--- config.mk ---
export PLATFORM = sky130hd
export DESIGN_NAME = multicycle_controller
export DESIGN_NICKNAME = d
export VERILOG_FILES = /design/src/rtl/multicycle_controller.sv
export SDC_FILE = /design/constraint.sdc
export NUM_CORES = 1
export LEC_CHECK = 0
export ABC_AREA = 1
export BUFFER_PORTS_ARGS = -buffer_cell sky130_fd_sc_hd__buf_2
export CAP_MARGIN = 5
export CELL_PAD_IN_SITES_DETAIL_PLACEMENT = 0
export CELL_PAD_IN_SITES_GLOBAL_PLACEMENT = 1
export CORE_ASPECT_RATIO = 0.75
export CORE_UTILIZATION = 27
export CTS_CLUSTER_SIZE = 20
export DETAILED_ROUTE_END_ITERATION = 16
export MAX_ROUTING_LAYER = met4
export PLACE_DENSITY_LB_ADDON = 0.1
export SETUP_SLACK_MARGIN = 0.2
export SLEW_MARGIN = 5
export SYNTH_ARGS = -nofsm -noshare
export SYNTH_HDL_FRONTEND = slang
export SYNTH_SLANG_ARGS = --single-unit
--- constraint.sdc ---
create_clock -name clk -period 2.4 [get_ports clk]
set_input_delay 0.48 -clock clk [delete_from_list [all_inputs] [get_ports clk]]
set_output_delay 0.48 -clock clk [all_outputs]
set_load 0.01 [all_outputs]
--- src/rtl/multicycle_controller.sv ---
// multicycle_controller: multicycle MIPS control FSM sequencing fetch/decode/execute/memory/writeback
// Inputs : clk, reset (async, active-low), op/funct from IR, flagZ (ALU zero), mem_ready (memory handshake)
// Outputs: pcwrite, iord, memread, memwrite, irwrite, memtoreg, regdst, wdsel_pc, regwrite,
//          alusrca, alusrcb, zeroext, pcsrc, alucontrol, exc, state (debug)
// Optional: define CTRL_ILLEGAL_EXC_EN to turn the ILLEGAL state into a one-cycle exception pulse
module multicycle_controller #(
  parameter int ALUFN_W = 5,
  parameter logic [ALUFN_W-1:0] ALU_ADD  = 5'b00001,
  parameter logic [ALUFN_W-1:0] ALU_SUB  = 5'b10001,
  parameter logic [ALUFN_W-1:0] ALU_AND  = 5'b01000,
  parameter logic [ALUFN_W-1:0] ALU_OR   = 5'b01110,
  parameter logic [ALUFN_W-1:0] ALU_XOR  = 5'b00110,
  parameter logic [ALUFN_W-1:0] ALU_NOR  = 5'b01001,
  parameter logic [ALUFN_W-1:0] ALU_SLT  = 5'b10111,
  parameter logic [ALUFN_W-1:0] ALU_SLTU = 5'b11011,
  parameter logic [ALUFN_W-1:0] ALU_SLL  = 5'b00010,
  parameter logic [ALUFN_W-1:0] ALU_SRL  = 5'b10010,
  parameter logic [ALUFN_W-1:0] ALU_SRA  = 5'b11010,
  parameter logic [ALUFN_W-1:0] ALU_LUI  = 5'b00100,
  parameter int RESET_PC_HOLD = 1
) (
  input  logic               clk,
  input  logic               reset,
  input  logic [5:0]         op,
  input  logic [5:0]         funct,
  input  logic               flagZ,
  input  logic               mem_ready,
  output logic               pcwrite,
  output logic               iord,
  output logic               memread,
  output logic               memwrite,
  output logic               irwrite,
  output logic               memtoreg,
  output logic [1:0]         regdst,
  output logic               wdsel_pc,
  output logic               regwrite,
  output logic               alusrca,
  output logic [1:0]         alusrcb,
  output logic               zeroext,
  output logic [1:0]         pcsrc,
  output logic [ALUFN_W-1:0] alucontrol,
  output logic               exc,
  output logic [3:0]         state
);
  typedef enum logic [3:0] {
    FETCH, DECODE, MEMADR, MEMRD, MEMWB, MEMWR, RTYPE, ALUWB,
    IMMEX, IMMWB, BRANCH, JUMP, JAL, JR, JALR, ILLEGAL
  } state_t;
  localparam int HW = (RESET_PC_HOLD > 0) ? $clog2(RESET_PC_HOLD + 1) : 1;
  state_t st, nxt, dec_nxt;
  logic [HW-1:0] hold;
  logic hold_done, fetch_go;
  logic r_ok, i_ok;
  logic [ALUFN_W-1:0] r_alu, i_alu;
  assign state = st;
  assign hold_done = (hold == HW'(RESET_PC_HOLD));
  assign fetch_go = mem_ready && hold_done;
  always_ff @(posedge clk or negedge reset) begin
    if (!reset) begin
      st   <= FETCH;
      hold <= '0;
    end else begin
      st <= nxt;
      if (!hold_done) hold <= hold + 1'b1;
    end
  end
  always_comb begin
    r_ok  = 1'b1;
    r_alu = ALU_ADD;
    case (funct)
      6'h20: r_alu = ALU_ADD;
      6'h22: r_alu = ALU_SUB;
      6'h24: r_alu = ALU_AND;
      6'h25: r_alu = ALU_OR;
      6'h26: r_alu = ALU_XOR;
      6'h27: r_alu = ALU_NOR;
      6'h2A: r_alu = ALU_SLT;
      6'h2B: r_alu = ALU_SLTU;
      6'h00: r_alu = ALU_SLL;
      6'h02: r_alu = ALU_SRL;
      6'h03: r_alu = ALU_SRA;
      default: r_ok = 1'b0;
    endcase
  end
  always_comb begin
    i_ok  = 1'b1;
    i_alu = ALU_ADD;
    case (op)
      6'h08: i_alu = ALU_ADD;
      6'h0A: i_alu = ALU_SLT;
      6'h0C: i_alu = ALU_AND;
      6'h0D: i_alu = ALU_OR;
      6'h0E: i_alu = ALU_XOR;
      6'h0F: i_alu = ALU_LUI;
      default: i_ok = 1'b0;
    endcase
  end
  // jr/jalr share op 0 with R-type, so they are split out before the funct table
  always_comb begin
    dec_nxt = ILLEGAL;
    if (op == 6'h23 || op == 6'h2B) dec_nxt = MEMADR;
    else if (op == 6'h00) dec_nxt = (funct == 6'h08) ? JR : (funct == 6'h09) ? JALR : r_ok ? RTYPE : ILLEGAL;
    else if (op == 6'h04 || op == 6'h05) dec_nxt = BRANCH;
    else if (i_ok) dec_nxt = IMMEX;
    else if (op == 6'h02) dec_nxt = JUMP;
    else if (op == 6'h03) dec_nxt = JAL;
  end
  // outputs are forced to their idle values while reset is held so no strobe outlives it
  always_comb begin
    nxt        = st;
    pcwrite    = 1'b0;
    iord       = 1'b0;
    memread    = 1'b0;
    memwrite   = 1'b0;
    irwrite    = 1'b0;
    memtoreg   = 1'b0;
    regdst     = 2'b00;
    wdsel_pc   = 1'b0;
    regwrite   = 1'b0;
    alusrca    = 1'b0;
    alusrcb    = 2'b00;
    zeroext    = 1'b0;
    pcsrc      = 2'b00;
    alucontrol = ALU_ADD;
`ifdef CTRL_ILLEGAL_EXC_EN
    exc        = 1'b0;
`endif
    if (reset) begin
      case (st)
        FETCH: begin
          memread = 1'b1;
          alusrcb = 2'b01;
          irwrite = fetch_go;
          pcwrite = fetch_go;
          nxt     = fetch_go ? DECODE : FETCH;
        end
        DECODE: begin
          alusrcb = 2'b11;
          nxt     = dec_nxt;
        end
        MEMADR: begin
          alusrca = 1'b1;
          alusrcb = 2'b10;
          nxt     = (op == 6'h23) ? MEMRD : MEMWR;
        end
        MEMRD: begin
          iord    = 1'b1;
          memread = 1'b1;
          nxt     = mem_ready ? MEMWB : MEMRD;
        end
        MEMWB: begin
          memtoreg = 1'b1;
          regwrite = 1'b1;
          nxt      = FETCH;
        end
        MEMWR: begin
          iord     = 1'b1;
          memwrite = 1'b1;
          nxt      = mem_ready ? FETCH : MEMWR;
        end
        RTYPE: begin
          alusrca    = 1'b1;
          alucontrol = r_alu;
          nxt        = ALUWB;
        end
        ALUWB: begin
          regdst   = 2'b01;
          regwrite = 1'b1;
          nxt      = FETCH;
        end
        IMMEX: begin
          alusrca    = 1'b1;
          alusrcb    = 2'b10;
          alucontrol = i_alu;
          zeroext    = (op == 6'h0C) || (op == 6'h0D) || (op == 6'h0E);
          nxt        = IMMWB;
        end
        IMMWB: begin
          regwrite = 1'b1;
          nxt      = FETCH;
        end
        BRANCH: begin
          alusrca    = 1'b1;
          alucontrol = ALU_SUB;
          pcsrc      = 2'b01;
          pcwrite    = (op == 6'h04) ? flagZ : ~flagZ;
          nxt        = FETCH;
        end
        JUMP: begin
          pcsrc   = 2'b10;
          pcwrite = 1'b1;
          nxt     = FETCH;
        end
        JAL: begin
          pcsrc    = 2'b10;
          pcwrite  = 1'b1;
          regdst   = 2'b10;
          wdsel_pc = 1'b1;
          regwrite = 1'b1;
          nxt      = FETCH;
        end
        JR: begin
          pcsrc   = 2'b11;
          pcwrite = 1'b1;
          nxt     = FETCH;
        end
        JALR: begin
          pcsrc    = 2'b11;
          pcwrite  = 1'b1;
          regdst   = 2'b01;
          wdsel_pc = 1'b1;
          regwrite = 1'b1;
          nxt      = FETCH;
        end
        ILLEGAL: begin
`ifdef CTRL_ILLEGAL_EXC_EN
          exc     = 1'b1;
          pcsrc   = 2'b10;
          pcwrite = 1'b1;
`endif
          nxt = FETCH;
        end
        default: nxt = FETCH;
      endcase
    end
  end
`ifndef CTRL_ILLEGAL_EXC_EN
  assign exc = 1'b0;
`endif
endmodule
Word level (Yosys, flattened, before mapping)
Index checks and enable logic that the tools add are counted.
{"block": "totals", "register_bits": 5, "in_bits": 16, "wordCells": 112}
{"block": "op_classes", "add_sub_neg": 1, "n_eq_ne": 39, "mux": 48, "bitwise_logic": 1, "n_reduce_logical": 21}
{"op": "6-bit equality test, second input constant", "n": 10}
{"op": "5-bit case mux with 10 select lines", "n": 1}
{"op": "6-bit by 4-bit equality test with 1-bit output, second input constant", "n": 8}
{"op": "4-bit equality test, second input constant", "n": 8}
{"op": "4-bit case mux with 8 select lines", "n": 1}
{"op": "5-bit case mux with 5 select lines", "n": 1}
{"op": "6-bit by 2-bit equality test with 1-bit output, second input constant", "n": 4}
{"op": "1-bit 2-to-1 mux", "n": 24}
{"op": "4-bit 2-to-1 mux", "n": 5}
{"op": "3-bit 2-to-1 mux", "n": 6}
{"op": "4-bit by 3-bit equality test with 1-bit output, second input constant", "n": 4}
{"op": "5-bit case mux with 3 select lines", "n": 1}
{"op": "2-bit OR reduction", "n": 7}
{"op": "6-bit by 3-bit equality test with 1-bit output, second input constant", "n": 2}
{"op": "6-bit logical NOT", "n": 2}
{"op": "2-bit case mux with 3 select lines", "n": 2}
{"op": "11-bit OR reduction", "n": 1}
{"op": "9-bit OR reduction", "n": 1}
{"op": "4-bit by 2-bit equality test with 1-bit output, second input constant", "n": 2}
{"op": "2-bit 2-to-1 mux", "n": 4}
{"op": "4-bit OR reduction", "n": 2}
{"op": "6-bit OR reduction", "n": 1}
{"op": "5-bit 2-to-1 mux", "n": 1}
{"op": "5-bit OR reduction", "n": 1}
{"op": "8 further kinds", "n": 11}

Logic depth before layout (Yosys ltp)
Gate-level depths: netlist of run 1.
{"block": "logic_depth", "depth_word": 9, "mapped_depth": 11, "mapped_depth_nobuf": 11}

Least setup slack after synthesis of run 1
Ideal clock, no wire load.
{"block": "synth_path", "path_type": "flip-flop to output port", "start": "register st[1], in the netlist state[1]", "end": "output alucontrol[4]", "t_arrival_ns": 1.382, "path_slack_ns": 0.538, "path_stages_with_launch": 9, "n_path_buf": 1, "path_cell_list": "dfrtp_1 > buf_6 > nor2_2 > inv_1 > nor2_2 > inv_2 > nor3_2 > a21oi_1 > a21oi_1"}
{"block": "synth_via", "elab_chain_len": 3, "word_cells_on_any_way": 5, "classes_between": "eq/ne (3); mux (2)"}
{"item": "from (decl)", "line": "50", "rtl": "state_t st, nxt, dec_nxt;"}
{"item": "from (signal assigned)", "line": "63", "rtl": "st <= nxt;"}
{"item": "4-bit equality test / 4-bit by 3-bit equality test with 1-bit output (equally long branches)", "line": "129", "rtl": "case (st)"}
{"item": "5-bit case mux with 3 select lines *", "line": "129"}
{"item": "5-bit 2-to-1 mux *", "line": "128", "rtl": "if (reset) begin"}
{"item": "to (decl)", "line": "41", "rtl": "output logic [ALUFN_W-1:0] alucontrol,"}
Mark *: on every way between the ends. The rest lies on a longest branch, timed or not.

Worst setup path after layout of run 1
{"block": "layout_path", "start": "register st[3], in the netlist state[3]", "end": "output alucontrol[4]"}
Same word-level chain as after synthesis.

==> results of run 1 <==
## worst min path at each step
| stage | endpoint | slack, ns |
|---|---|---|
| finish | state[3] | 0.19 |
| global route | state[3] | 0.19 |
| CTS | state[2] | 0.19 |
| detailed placement | state[2] | 0.43 |
| global placement | state[2] | 0.42 |
| floorplan | hold | 0.18 |
## layout make-up
cell class | count | area [µm²] | share of cell area (%)
multi-input combinational | 158 | 850 | 56.2
timing repair buffer | 53 | 298 | 19.7
sequential | 5 | 129 | 8.53
inverter | 32 | 125 | 8.28
tap | 52 | 65.1 | 4.30
clock buffer | 4 | 45.0 | 2.98
## repair_timing
action / 4_1_cts / 5_1_grt
endpoints found under the hold margin: 0 / 0
setup endpoints to repair: 6 / 9
buffers inserted: 0 / 7
pin swaps: 0 / 9
gates resized for setup: 4 / 30
## registers in the layout, summed over array words and instances, names as in the netlist
name,cells
hold,1
state,4
## stage by stage
step / utilization (%) / instances / power, mW / area, µm²
after detailed placement: 35.9 / 293 / 0.896 / 1310
after floorplan: - / 200 / 0.652 / 1040
after global placement: 35.9 / 293 / 0.911 / 1310
after CTS: 37.5 / 297 / 1.07 / 1370
after global routing: 41.3 / 304 / 1.33 / 1510
final: 41.3 / 304 / 1.21 / 1510
## per-layer routing
layer / GRT usage [%] / part of all wire (%)
met4: 0.824 / 0
met3: 2.54 / 5.6
met1: 30.9 / 57
met2: 22.7 / 37
met5: - / 0
## critical path: stages, from the launching register on
cell	delay, ns
dfrtp_1	0.36
inv_2	0.08
nor2_4	0.15
inv_4	0.06
nor2_4	0.16
inv_4	0.07
nor3_4	0.20
a21oi_2	0.09
a21oi_2	0.13
buf_2	0.14
## power groups by stage
stage / sequential (mW) / clock, mW / combinational [mW]
2_1_floorplan: 0.171 / 0 / 0.481
3_3_place_gp: 0.174 / 0 / 0.736
3_5_place_dp: 0.172 / 0 / 0.724
4_1_cts: 0.174 / 0.159 / 0.741
5_1_grt: 0.179 / 0.168 / 0.983
6_report: 0.173 / 0.154 / 0.886
## cell usage after synthesis, types with 2 or more instances
cell type	n	area, µm²
a21oi_1	10	50.1
o21ai_0	14	70.1
nor4_1	2	12.5
conb_1	2	7.51
nor3_2	3	30.0
nand2_1	46	173
inv_1	29	109
nor2_2	6	37.5
nand4_1	4	25.0
nor3_1	3	15.0
inv_2	3	11.3
dfrtp_1	5	125
buf_4	2	15.0
nand3_1	23	115
nor2_1	35	131
## logic make-up after synthesis
group           count (synthesis)
other cells                     2
flops                           5
buf+inv                        37
compound gates                 29
simple gates                  127
==> results.cfg, run 1 <==
[synthesis]
postSynthCellCount = 200
synth_top_family_by_area = simple AND/OR/NAND/NOR gates
synth_seq_cells = 5
synth-compound-area-share_pct = 15.3
syn_avg_cell_area_um2 = 5.19
synth_edf_count = 0
netlist_area_mm2 = 0.00104
synth-async-reset-ratio_pct = 100
yosys_warnings = 0
synthAdderAreaFrac_pct = 0
yosys.area_share.simple_pct = 56.9
synth-xor-area-share_pct = 0
seq_area_frac_synth_pct = 12.1
yosys-mux-area-fraction_pct = 0
synth_cell_types = 28
synth_flop_cell = dfrtp_1
synthesis.nets = 216

[worst_setup_path]
critPathKind = flip-flop to output pin
ff2ff_setup_slack_ns = 0.89
crit_required_ns = 1.92
cp.arrival_ns = 1.66
startpoint_type = flip-flop
r2r-start = state[2]
crit_end = alucontrol[4]
setup.worst_path.end_class = output pin
r2r-end = state[0]
startpoint = state[3]
crit_path_max_fanout = 4
rr_worst_depth = 9

[detailed_routing]
dr.first_iter.drc_count = 115
vias = 1420
vias_per_cell = 4.67
drtAntennaViolNets = 0
firstDrtPassIters = 4
drc = 0
wirelength_um = 3450
wl_per_cell_um = 11.3

[clock_network]
cts.htree.levels = 1
cts_hold_buffers = 0
cts_tree = done
numCtsBuffers = 3
clkTransAtPathRegs_ns = 0.04
cts_sinks = 5
clk_latency_ns = 0.22
root_buffer = clkbuf_8
clk_path_buf_depth = 2

[global_route]
antenna_found_initial = 0
grt_usage_pct = 18.1
grt_pass1_vias = 1257
grt_pass1_wl_um = 5820
grt_overflow = 0
grt_max_degree = 14

[power_and_ir_drop]
seqPwrFrac_pct = 14.3
power.density_mw_per_mm2 = 803
p_sw_share_pct = 52.5
p_leak_nw = 0.817
power.share.clock_pct = 12.7
peakVddDrop_v = 0.000725
p_switching_mw = 0.637
p_int_mw = 0.576
combPwrFrac_pct = 73.0

[timing]
finalSetupViolations = 0
slew_violations = 0
setup_tns_ns = 0
finalWorstSetupSlack_ns = 0.261
hold_slack_ns = 0.192
fin_crit_sh_pct = 89.1
finalHoldViolCount = 0
finClkSkew_ns = 0.000873
fmax_mhz = 467
rsz0062_at_grt = yes
period_needed_ns = 2.14

[die]
placeableCoreArea_mm2 = 0.00366
fp.dieArea_mm2 = 0.00410
chipHeight_um = 55.7
ios = 42
num_rows = 19
fp.dieW_um = 73.6
initial_core_util_pct = 28.3

[final_layout]
n_antenna_cell = 0
mostFrequentLayoutCell = nand2_1
n_fill_cell = 433
layout_common_cells = 45 x nand2_1, 40 x buf_2, 26 x nor2_1
finalNetCount = 269
syn2layout_area_growth_pct = 45.7
layout-drive-gt1-share_pct = 38.1

[place]
post-place-ws_ns = 0.193
gp_congestion = 0.822
dp.final_hpwl_um = 2860
port-buffer-count = 40

[worst_hold_path]
min_path_type = input pin to async pin

[run]
drv_cap = 0

[outcome]
outcome = completed
(Power assumes the default switching activity.)
==> run 2: changes to the inputs <==
--- a/config.mk
+++ b/config.mk
@@ -10,3 +10,3 @@
 export CAP_MARGIN = 5
-export CELL_PAD_IN_SITES_DETAIL_PLACEMENT = 0
+export CELL_PAD_IN_SITES_DETAIL_PLACEMENT = 1
 export CELL_PAD_IN_SITES_GLOBAL_PLACEMENT = 1
==> constraint.sdc (replaced) <==
create_clock -name clk -period 2.4 [get_ports clk]
set_input_delay 0 -clock clk [delete_from_list [all_inputs] [get_ports clk]]
set_output_delay 0 -clock clk [all_outputs]
set_load 0.01 [all_outputs]
==> results.cfg, run 2 (synthesis gave the netlist of run 1 again) <==
[final_layout]
largest_register_ffs = 4
syn2layout_area_growth_pct = 27.5
n_fill_cell = 562
final_cells = 292
mostFrequentLayoutCell = nand2_1
layout_common_cells = 46 x nand2_1, 40 x buf_2, 35 x nor2_1
n_antenna_cell = 0
final-seq-area_um2 = 125
finalNetCount = 257
fin_util_pct = 36.1
multi_input_area_um2 = 757
layout-drive-gt1-share_pct = 25.0

[place]
dp.final_hpwl_um = 3120
dp.cells = 287
port-buffer-count = 40
gp_congestion = 0.831

[timing]
fmax_mhz = 536
fin_crit_sh_pct = 77.7
finClkSkew_ns = 0.00410
period_needed_ns = 1.86
finalSetupViolations = 0
rsz0062_at_grt = no
slew_violations = 0
setup_tns_ns = 0
worst_slew_pin_slew_ns = 0.615
hold_slack_ns = 0.208
finalHoldViolCount = 0
maxSlewHeadroom_pct = 59.0

[clock_network]
root_buffer = clkbuf_8
cts.htree.levels = 1
cts_resized = 0
cts_tree = done
numCtsBuffers = 3
clk_path_buf_depth = 2
clk_latency_ns = 0.22
cts_sinks = 5
cts_setup_buffers = 0
clkTransAtPathRegs_ns = 0.04

[worst_setup_path]
cp_cell_sequence = nor2_2, inv_1, nor2_2, inv_2, nor3_2, a21oi_1, a21oi_1, buf_2
slowest_stage = dfrtp_1
path_delay_family = simple AND/OR/NAND/NOR gates
crit_required_ns = 2.40
crit_cells = 8
rr_worst_depth = 10
worst-path-buf-inv = 3
cp.arrival_ns = 1.86
startpoint_type = flip-flop
setup.worst_path.end_class = output pin
critPathKind = flip-flop to output pin
slowest_delay_ns = 0.49
crit_path_max_fanout = 9

[die]
ios = 42
placeableCoreArea_mm2 = 0.00366
fp.dieArea_mm2 = 0.00410
num_rows = 19
fp.dieW_um = 73.6
initial_core_util_pct = 28.3
chipHeight_um = 55.7

[detailed_routing]
dr.first_iter.drc_count = 83
firstDrtPassIters = 4
vias_per_cell = 4.81
drc = 0
wirelength_um = 3670
wl_per_cell_um = 12.6
drtAntennaViolNets = 0
vias = 1404

[power_and_ir_drop]
power.density_mw_per_mm2 = 777
peakVddDrop_v = 0.000613
p_leak_nw = 0.745

[global_route]
antenna_found_initial = 0
grt_pass1_vias = 1258
grt_usage_pct = 19.4
grt_overflow = 0
grt_pass1_wl_um = 6130
grt_max_degree = 21

[outcome]
outcome = completed

[run]
drv_cap = 0

[worst_hold_path]
min_path_type = input pin to async pin
==> run 2: cell types whose count changed in the layout (fill, tap and decap cells not counted), sizes merged <==
cell         change
dlygate4sd3      +1
buf             -13
==> run 2: layer usage <==
| metal | wire length, µm | global-route usage [%] |
|---|---|---|
| met4 | 0 | 0.824 |
| met3 | 135 | 1.99 |
| met2 | 1370 | 24.9 |
| met5 | 0 | - |
| met1 | 2170 | 33.0 |
==> run 2: worst register-to-register path: cells and delay by family, from the launching register on <==
family	cells	cell delay, ns
DFF	1	0.54
buffers and inverters	3	0.31
and+or+nand+nor	7	0.64
==> run 2: timing repair <==
action                                  4_1_cts  5_1_grt
endpoints found under the hold margin         5        0
hold buffers                                  1        0
endpoints found under the setup margin        0        0
==> run 2: cell type report <==
| cell class | count | share of cell area (%) |
|---|---|---|
| multi-input combinational | 158 | 57.2 |
| timing repair buffer | 41 | 15.9 |
| sequential | 5 | 9.46 |
| clock buffer | 4 | 3.41 |
| tap | 52 | 4.92 |
| inverter | 32 | 9.08 |
==> run 2: final timing paths <==
path,start,to,slack (ns)
worst max-delay path,state[1],alucontrol[4],0.54
worst min-delay path,reset,state[1],0.21
worst max register to register,state[1],state[1],0.85
worst min register to register,state[2],state[2],0.60
max in group asynchronous,reset,hold,1.97
min in group clk,mem_ready,state[1],0.29
==> run 2: power breakdown <==
group | internal, mW | switching (mW)
registers | 0.116 | 0.0664
clock network | 0.114 | 0.0399
logic | 0.227 | 0.465
total | 0.457 | 0.571
==> run 2: metrics by stage <==
stage	setup WS, ns	power, mW	instance area [µm²]
3_5_place_dp	0.778	0.873	1270
3_3_place_gp	0.761	0.875	1270
2_1_floorplan	1.02	0.652	1040
5_1_grt	0.292	1.14	1320
4_1_cts	0.534	1.03	1320
6_report	0.535	1.03	1320
